===== config.mk =====
export PLATFORM = sky130hd
export DESIGN_NAME = fir_mac_seq
export DESIGN_NICKNAME = d
export VERILOG_FILES = /design/src/rtl/fir_mac_seq.sv
export SDC_FILE = /design/constraint.sdc
export NUM_CORES = 1
export LEC_CHECK = 0
export ABC_AREA = 1
export CAP_MARGIN = 15
export CORE_ASPECT_RATIO = 1.1
export CORE_MARGIN = 4
export CORE_UTILIZATION = 25
export DETAILED_ROUTE_END_ITERATION = 6
export HOLD_SLACK_MARGIN = 0.08
export SLEW_MARGIN = 5
export SYNTH_ARGS = -nofsm -noshare
export SYNTH_HDL_FRONTEND = slang
export SYNTH_SLANG_ARGS = --single-unit

===== constraint.sdc =====
create_clock -name clk -period 10.4 [get_ports clk]
set_input_delay 1.04 -clock clk [delete_from_list [all_inputs] [get_ports clk]]
set_output_delay 1.04 -clock clk [all_outputs]
set_load 0.01 [all_outputs]

===== src/rtl/fir_mac_seq.sv =====
// Time-multiplexed FIR: one shared MAC sweeps all taps per accepted sample, with a
// double-buffered coefficient bank. Optional FIR_MAC_SAT_EN clamps dout instead of wrapping.
module fir_mac_seq #(
  parameter int DIN_W  = 10,
  parameter int COEF_W = 8,
  parameter int TAPS   = 16,
  parameter int DOUT_W = 11,
  parameter int SHIFT  = 5
) (
  input  logic                     clk,
  input  logic                     rst_n,
  input  logic                     in_valid,
  output logic                     in_ready,
  input  logic [DIN_W-1:0]         din,
  output logic                     out_valid,
  input  logic                     out_ready,
  output logic [DOUT_W-1:0]        dout,
  input  logic                     coef_we,
  input  logic [$clog2(TAPS)-1:0]  coef_addr,
  input  logic [COEF_W-1:0]        coef_data,
  input  logic                     coef_commit,
  output logic                     busy
);
  localparam int AW    = $clog2(TAPS);
  localparam int PW    = DIN_W + COEF_W;
  localparam int ACC_W = DIN_W + COEF_W + $clog2(TAPS);
  localparam int TOP   = SHIFT + DOUT_W - 1;

  typedef enum logic [1:0] {S_IDLE, S_ACCUM, S_HOLD} state_t;
  state_t r_state, w_state_nxt;

  logic signed [DIN_W-1:0]  r_tap    [TAPS];
  logic signed [COEF_W-1:0] r_shadow [TAPS];
  logic signed [COEF_W-1:0] r_active [TAPS];
  logic signed [ACC_W-1:0]  r_acc;
  logic [AW-1:0]            r_idx;
  logic [DOUT_W-1:0]        r_dout;
  logic                     r_commit_pend;

  logic                     w_accept, w_last, w_release, w_do_commit, w_addr_ok;
  logic signed [PW-1:0]     w_prod;
  logic signed [ACC_W-1:0]  w_acc_nxt;
  logic [DOUT_W-1:0]        w_dout_nxt;

  assign w_accept    = in_valid && (r_state == S_IDLE);
  assign w_last      = (r_state == S_ACCUM) && (r_idx == AW'(TAPS-1));
  assign w_release   = (r_state == S_HOLD) && out_ready;
  // A commit seen while busy waits for the return to IDLE so one result never mixes banks.
  assign w_do_commit = ((r_state == S_IDLE) && coef_commit) ||
                       (w_release && (r_commit_pend || coef_commit));
  assign w_addr_ok   = {1'b0, coef_addr} < (AW+1)'(TAPS);

  assign w_prod    = r_tap[r_idx] * r_active[r_idx];
  assign w_acc_nxt = r_acc + {{(ACC_W-PW){w_prod[PW-1]}}, w_prod};

  always_comb begin
    w_dout_nxt = w_acc_nxt[TOP:SHIFT];
`ifdef FIR_MAC_SAT_EN
    if (!((&w_acc_nxt[ACC_W-1:TOP]) || !(|w_acc_nxt[ACC_W-1:TOP])))
      w_dout_nxt = w_acc_nxt[ACC_W-1] ? {1'b1, {(DOUT_W-1){1'b0}}}
                                      : {1'b0, {(DOUT_W-1){1'b1}}};
`endif
  end

  always_comb begin
    w_state_nxt = r_state;
    in_ready    = 1'b0;
    out_valid   = 1'b0;
    busy        = 1'b0;
    case (r_state)
      S_IDLE: begin
        in_ready = 1'b1;
        if (in_valid) w_state_nxt = S_ACCUM;
      end
      S_ACCUM: begin
        busy = 1'b1;
        if (w_last) w_state_nxt = S_HOLD;
      end
      S_HOLD: begin
        busy      = 1'b1;
        out_valid = 1'b1;
        if (out_ready) w_state_nxt = S_IDLE;
      end
      default: w_state_nxt = S_IDLE;
    endcase
  end

  always_ff @(posedge clk or negedge rst_n) begin
    if (!rst_n) r_state <= S_IDLE;
    else        r_state <= w_state_nxt;
  end

  always_ff @(posedge clk or negedge rst_n) begin
    if (!rst_n) begin
      for (int k = 0; k < TAPS; k++) begin
        r_tap[k]    <= '0;
        r_shadow[k] <= '0;
        r_active[k] <= '0;
      end
      r_acc         <= '0;
      r_idx         <= '0;
      r_dout        <= '0;
      r_commit_pend <= 1'b0;
    end else begin
      if (coef_we && w_addr_ok) r_shadow[coef_addr] <= coef_data;
      if (w_do_commit)
        for (int k = 0; k < TAPS; k++) r_active[k] <= r_shadow[k];
      if (w_release)                      r_commit_pend <= 1'b0;
      else if (busy && coef_commit)       r_commit_pend <= 1'b1;

      if (w_accept) begin
        r_tap[0] <= din;
        for (int k = 1; k < TAPS; k++) r_tap[k] <= r_tap[k-1];
        r_acc <= '0;
        r_idx <= '0;
      end else if (r_state == S_ACCUM) begin
        r_acc <= w_acc_nxt;
        r_idx <= w_last ? '0 : r_idx + 1'b1;
        if (w_last) r_dout <= w_dout_nxt;
      end
    end
  end

  assign dout = r_dout;
endmodule

==> results of run 1 <==
## final timing paths
| check | startpoint | to | slack, ns |
|---|---|---|---|
| min reg2reg | r_active[76]$_DFFE_PN0P_ | r_active[76]$_DFFE_PN0P_ | 0.48 |
| min | r_active[76]$_DFFE_PN0P_ | r_active[76]$_DFFE_PN0P_ | 0.48 |
| min in group asynchronous | rst_n | r_shadow[120]$_DFFE_PN0P_ | 0.54 |
| max in group asynchronous | rst_n | r_shadow[15]$_DFFE_PN0P_ | 7.42 |
| max | r_idx[0]$_DFFE_PN0P_ | dout[8]$_DFFE_PN0P_ | 2.47 |
| max reg2reg | r_idx[0]$_DFFE_PN0P_ | dout[8]$_DFFE_PN0P_ | 2.47 |
## critical path: cells and delay by family (launching register included)
kind	cells	cell delay, ns
adder cells (fa/ha/maj)	6	2.56
AO/OA/AOI/OAI	10	1.93
buffers and inverters	8	1.60
AND/OR/NAND/NOR	6	0.77
flip-flops	1	0.70
XOR/XNOR	1	0.14
## synth_stat cells (4+ instances only)
cell type,instances,area (µm²)
a21oi_1,115,575.6
a22o_1,6,52.55
a311o_1,5,50.05
buf_1,17,63.81
buf_2,16,80.08
buf_4,7,52.55
buf_6,6,67.56
clkbuf_1,96,360.4
dfrtp_1,450,11260
fa_1,61,1221
ha_1,49,613.1
inv_1,412,1546
mux2_2,52,585.6
nand2_1,649,2436
nand2_2,4,25.02
nand3_1,76,380.4
nor2_1,113,424.2
o211ai_1,7,52.55
o21ai_0,480,2402
o221ai_1,7,61.31
o22ai_1,15,93.84
or2_2,5,31.28
xnor2_1,10,87.58
xor2_1,12,105.1
## cell usage in the layout (no fill, tap or decap), types with 3 or more instances in the layout
| cell type | netlist | layout |
|---|---|---|
| inv_2 | 3 | 3 |
| a21o_1 | 3 | 3 |
| bufinv_16 | 0 | 4 |
| o21bai_1 | 3 | 3 |
| o221ai_1 | 7 | 7 |
| o22ai_1 | 15 | 15 |
| ha_1 | 49 | 49 |
| clkinv_2 | 0 | 9 |
| nand2_1 | 649 | 648 |
| inv_1 | 412 | 411 |
| nor2_1 | 113 | 113 |
| a22o_1 | 6 | 6 |
| nor3_1 | 3 | 3 |
| o21ai_0 | 480 | 480 |
| nand2_2 | 4 | 4 |
| a311o_1 | 5 | 5 |
| clkbuf_16 | 0 | 51 |
| clkbuf_8 | 0 | 11 |
| clkbuf_1 | 96 | 13 |
| o211ai_1 | 7 | 7 |
| mux2_2 | 52 | 52 |
| xor2_1 | 12 | 12 |
| clkdlybuf4s50_1 | 0 | 40 |
| a21oi_1 | 115 | 115 |
| nand3b_1 | 3 | 3 |
| dfrtp_1 | 450 | 447 |
| xnor2_1 | 10 | 10 |
| buf_4 | 7 | 27 |
| nand3_1 | 76 | 76 |
| fa_1 | 61 | 61 |
| or2_2 | 5 | 5 |
## state kept, by name (all words and copies together), names as in the netlist
name,cells
dout,11
r_acc,16
r_active,128
r_commit_pend,1
r_idx,4
r_shadow,128
r_state,2
r_tap,160
## final cells by class
| class | instances | area [µm²] |
|---|---|---|
| multi-input cells | 1695 | 9435 |
| inverters | 415 | 1560 |
| clock buffers | 75 | 1476 |
| well taps | 1180 | 1476 |
| repair buffers | 71 | 676.9 |
| fillers | 9746 | 64720 |
| flip-flops and latches | 450 | 11270 |
| clock inverters | 17 | 240.2 |
## kinds of logic (layout without fill, tap and decap cells)
logic type	after synthesis	in the layout
mux	52	52
compound gates	653	653
simple gates	858	858
fa+ha+maj	110	110
flops	450	450
xor+xnor	22	22
buf+inv	557	578
## metal layers
layer  wire length (µm)  global-route usage (%)  vias to the layer above  part of all wire (%)
li1                   -                       -                     8524                     -
met1              26470                   16.23                     8365                    45
met2              28220                   20.76                      282                    48
met3               1839                   1.413                       99                   3.2
met4               1718                   4.006                        0                   2.9
met5                  0                       0                        -                     0
## metrics by stage
stage          instances  hold slack, ns  utilization (%)  cell area, µm²  setup slack [ns]
3_3_place_gp        3806          0.4618            26.81           24350             2.528
3_5_place_dp        3807          0.4675            26.81           24360             2.418
5_1_grt             3903          0.4999            28.76           26130             1.734
4_1_cts             3899          0.4824            28.70           26080             2.407
6_report            3903          0.4768            28.76           26130             2.466
2_1_floorplan       2702          0.4478                -           22860             3.718
==> results_dict.tcl, run 1 <==
set metrics [dict create \
    status "finished, final reports clean" \
    placementRows 116 \
    dr.pass1.iters 5 \
    drt_iter0_markers 1240 \
    ant_nets 0 \
    synth_adder_area_share_pct 8.024 \
    synth_top_family_by_area "compound AO/OA/AOI/OAI gates" \
    ys.flop_type "dfrtp_1" \
    ys_types 40 \
    ys_seq_elements 450 \
    fmax_mhz 126.0 \
    h-tree-depth 2 \
    place_hpwl_mm 38.14 \
    finalHoldViolations 0 \
    grt_overflow_total 0 \
    cts-hold-fix-buffers 0 \
    max_slew_margin_pct 30.86 \
    fin_setup_tns_ns 0 \
    cts_buffers 51 \
    finalCritPeriodShare_pct 76.29 \
    ys_seq_area_share_pct 49.26 \
    synth_compound_area_share_pct 15.02 \
    finClkSkew_ns 0.04139 \
    fin_crit_ns 7.934 \
    grt_pass1_wl_mm 95.41 \
    core_mm2 0.09086 \
    async_reset_ff_share_pct 100.0 \
    crit_type "register to register" \
    synth.area.mux_share_pct 2.562 \
    nets 2822 \
    cp.required_ns 10.86 \
    synthCells 2702 \
    wire_per_inst_um 14.92 \
    crit_slowest_cell "inv_4" \
    via_per_inst 4.425 \
    cts_buffer_depth 3 \
    clock_latency_ns 0.62 \
    setup_viol 0 \
    grt_use_total_pct 12.23 \
    cts_resized 0 \
    routed_wirelength_mm 58.25 \
    cts_tree "built" \
    synth_edf_count 0 \
    reg2reg_depth 31 \
    synth_xor_xnor_area_share_pct 0.8429 \
    critPathMaxStageDelay_ns 0.71 \
    start_kind "register" \
    tightest_slew_ns 1.037 \
    ios 42 \
    end_kind "register" \
    fp.dieArea_mm2 0.09635 \
    cts_setup_buffers 0 \
    timing.critical_path.mode_cell "inv_1" \
    diodes 0 \
    io_buffers 41 \
    grt_pass1_vias 17330 \
    cp_max_fo 85 \
    drive_gt1_share_pct 6.757 \
    slew_viol_final 0 \
    cp.arrival_ns 8.39 \
    drc 0 \
    avgSynthCellArea_um2 8.460 \
    dieWidth_um 296.3 \
    antenna_found_initial 0 \
    synthSimpleGateAreaFrac_pct 14.74 \
    cts_num_sinks 450 \
    syn-cell-area_mm2 0.02286 \
    drv_cap 0 \
    clkTransAtPathRegs_ns 0.06 \
    hold_depth 2 \
    rsz0062_at_grt "no" \
    syn_nets 2840 \
    num_vias 17270 \
    die_h_um 325.1 \
    yosysWarnings 0 \
    grt_start_max_net_pins 121 \
    syn2layout_area_growth_pct 14.32 \
    root_buffer "clkbuf_16" \
    gp_congestion 0.8538 \
    initial_core_util_pct 25.16 \
    hold_path_class "register to register" \
]
Power of run 1 is not shown: default switching activity piles up to over one toggle a cycle in this logic, so the estimate is an artifact.
==> inputs of run 2 (changes only) <==
==> constraint.sdc (replaced) <==
create_clock -name clk -period 7.71 [get_ports clk]
set_input_delay 0.771 -clock clk [delete_from_list [all_inputs] [get_ports clk]]
set_output_delay 0.771 -clock clk [all_outputs]
set_load 0.01 [all_outputs]
==> run 2 against run 1 <==
Effect of this change: register-to-register slack got worse by 1.8 ns; count of clock-buffer cells in the layout fell by 3; clock skew fell by 0.0094 ns; flip-flop and latch count did not move; via count fell by 0.39%; sequential share of layout area fell by 0.30 points; critical path depth fell by 1; worst setup slack got worse by 1.8 ns; cell count rose by 0.31%; wire length fell by 2.6%; largest cell class unchanged; highest routed layer unchanged.
==> results_dict.tcl, run 2 (synthesized netlist as in run 1, its figures left out) <==
set metrics [dict create \
    clkTransAtPathRegs_ns 0.07 \
    grt_start_max_net_pins 205 \
    syn2layout_area_growth_pct 15.10 \
    gp_congestion 0.8244 \
    fin_setup_tns_ns 0 \
    dieWidth_um 296.3 \
    r2r_setup_slack_ns 0.65 \
    cp.arrival_ns 7.52 \
    cts_resized 0 \
    status "finished, final reports clean" \
    initial_core_util_pct 25.16 \
    met2_usage_pct 20.28 \
    hold_path_class "input pin to async pin" \
    root_buffer "clkbuf_16" \
    cp.required_ns 8.17 \
    design_area_mm2 0.02631 \
    cts-hold-fix-buffers 0 \
    grt_use_total_pct 11.82 \
    tightest_slew_ns 1.118 \
    fmax_mhz 141.6 \
    critPathMaxStageDelay_ns 0.55 \
    num_vias 17200 \
    nets 2835 \
    start_kind "register" \
    drive_gt1_share_pct 7.203 \
    cts_buffers 50 \
    cts_buffer_depth 3 \
    top_register "r_tap" \
    crit_type "register to register" \
    end_kind "register" \
    layout_common_cells "nand2_1, o21ai_0, dfrtp_1, inv_1, a21oi_1" \
    grt.met1_usage_pct 15.71 \
    ant_nets 0 \
    layoutNonFillerInstCount 3915 \
    dr.pass1.iters 5 \
    setup_viol 0 \
    core_mm2 0.09086 \
    max_slew_margin_pct 25.50 \
    io_buffers 41 \
    ios 42 \
    clock_latency_ns 0.60 \
    fin_util_pct 28.96 \
    h-tree-depth 2 \
    drt_iter0_markers 1175 \
    fp.dieArea_mm2 0.09635 \
    antenna_found_initial 0 \
    crit_slowest_cell "fa_1" \
    routed_wirelength_mm 56.74 \
    largest_reg_flops 160 \
    mostFrequentLayoutCell "nand2_1" \
    finalHoldViolations 0 \
    reg.largest.list "r_tap (160), r_active (128), r_shadow (128)" \
    placementRows 116 \
    cts_tree "built" \
    cp_max_fo 69 \
    use_met3_pct 1.495 \
    diodes 0 \
    finClkSkew_ns 0.03203 \
    dpl_cell_area_mm2 0.02456 \
    slew_viol_final 0 \
    drc 0 \
    grt_overflow_total 0 \
    rsz0062_at_grt "no" \
    wire_per_inst_um 14.49 \
    die_h_um 325.1 \
    grt_most_used_layer "met2" \
    grt_pass1_vias 17160 \
    drv_cap 0 \
    dp.cells 3823 \
    via_per_inst 4.394 \
    fin_crit_ns 7.062 \
    place_hpwl_mm 36.87 \
    finalCritPeriodShare_pct 91.59 \
    cts_num_sinks 450 \
    cts_setup_buffers 0 \
    grt_pass1_wl_mm 93.17 \
]
run 2: stage by stage:
stage | worst slack, ns | hold WS [ns]
finish | 0.6483 | 0.2430
global route | 0.002069 | 0.2972
CTS | 0.5879 | 0.2479
detailed placement | 0.6169 | 0.4682
global placement | 0.6854 | 0.4606
floorplan | 1.028 | 0.4478
run 2: area by class of cell:
class	count	area, µm²
multi-input cells	1695	9440
flip-flops and latches	450	11270
fillers	9668	64550
inverters	415	1563
repair buffers	85	840.8
well taps	1180	1476
clock buffers	72	1434
clock inverters	18	291.5
run 2: routing by layer:
metal  share of wire, %  up-vias
li1                   -     8547
met1                 45     8346
met2                 49      237
met3                3.3       73
met4                2.2        0
met5                  0        -
run 2: worst max-delay path: cells and delay by family, from the launching register on:
family / cells / cell delay (ns)
and+or+nand+nor: 4 / 0.69
buffers and inverters: 7 / 0.92
AOI/OAI and AO/OA: 12 / 2.02
xor gates and xnor gates: 1 / 0.14
adders and majority gates: 6 / 2.62
DFF: 1 / 0.51
run 2: final timing paths:
kind	from	end	cells after the start
worst max-delay path	r_idx[0]$_DFFE_PN0P_	dout[8]$_DFFE_PN0P_	30
worst min-delay path	rst_n	r_active[123]$_DFFE_PN0P_	1
worst max register to register	r_idx[0]$_DFFE_PN0P_	dout[8]$_DFFE_PN0P_	30
worst min register to register	r_active[48]$_DFFE_PN0P_	r_active[48]$_DFFE_PN0P_	2
max in group asynchronous	rst_n	r_tap[21]$_DFFE_PN0P_	2
min in group clk	r_active[48]$_DFFE_PN0P_	r_active[48]$_DFFE_PN0P_	2
Power of run 2 is left out for the same reason.
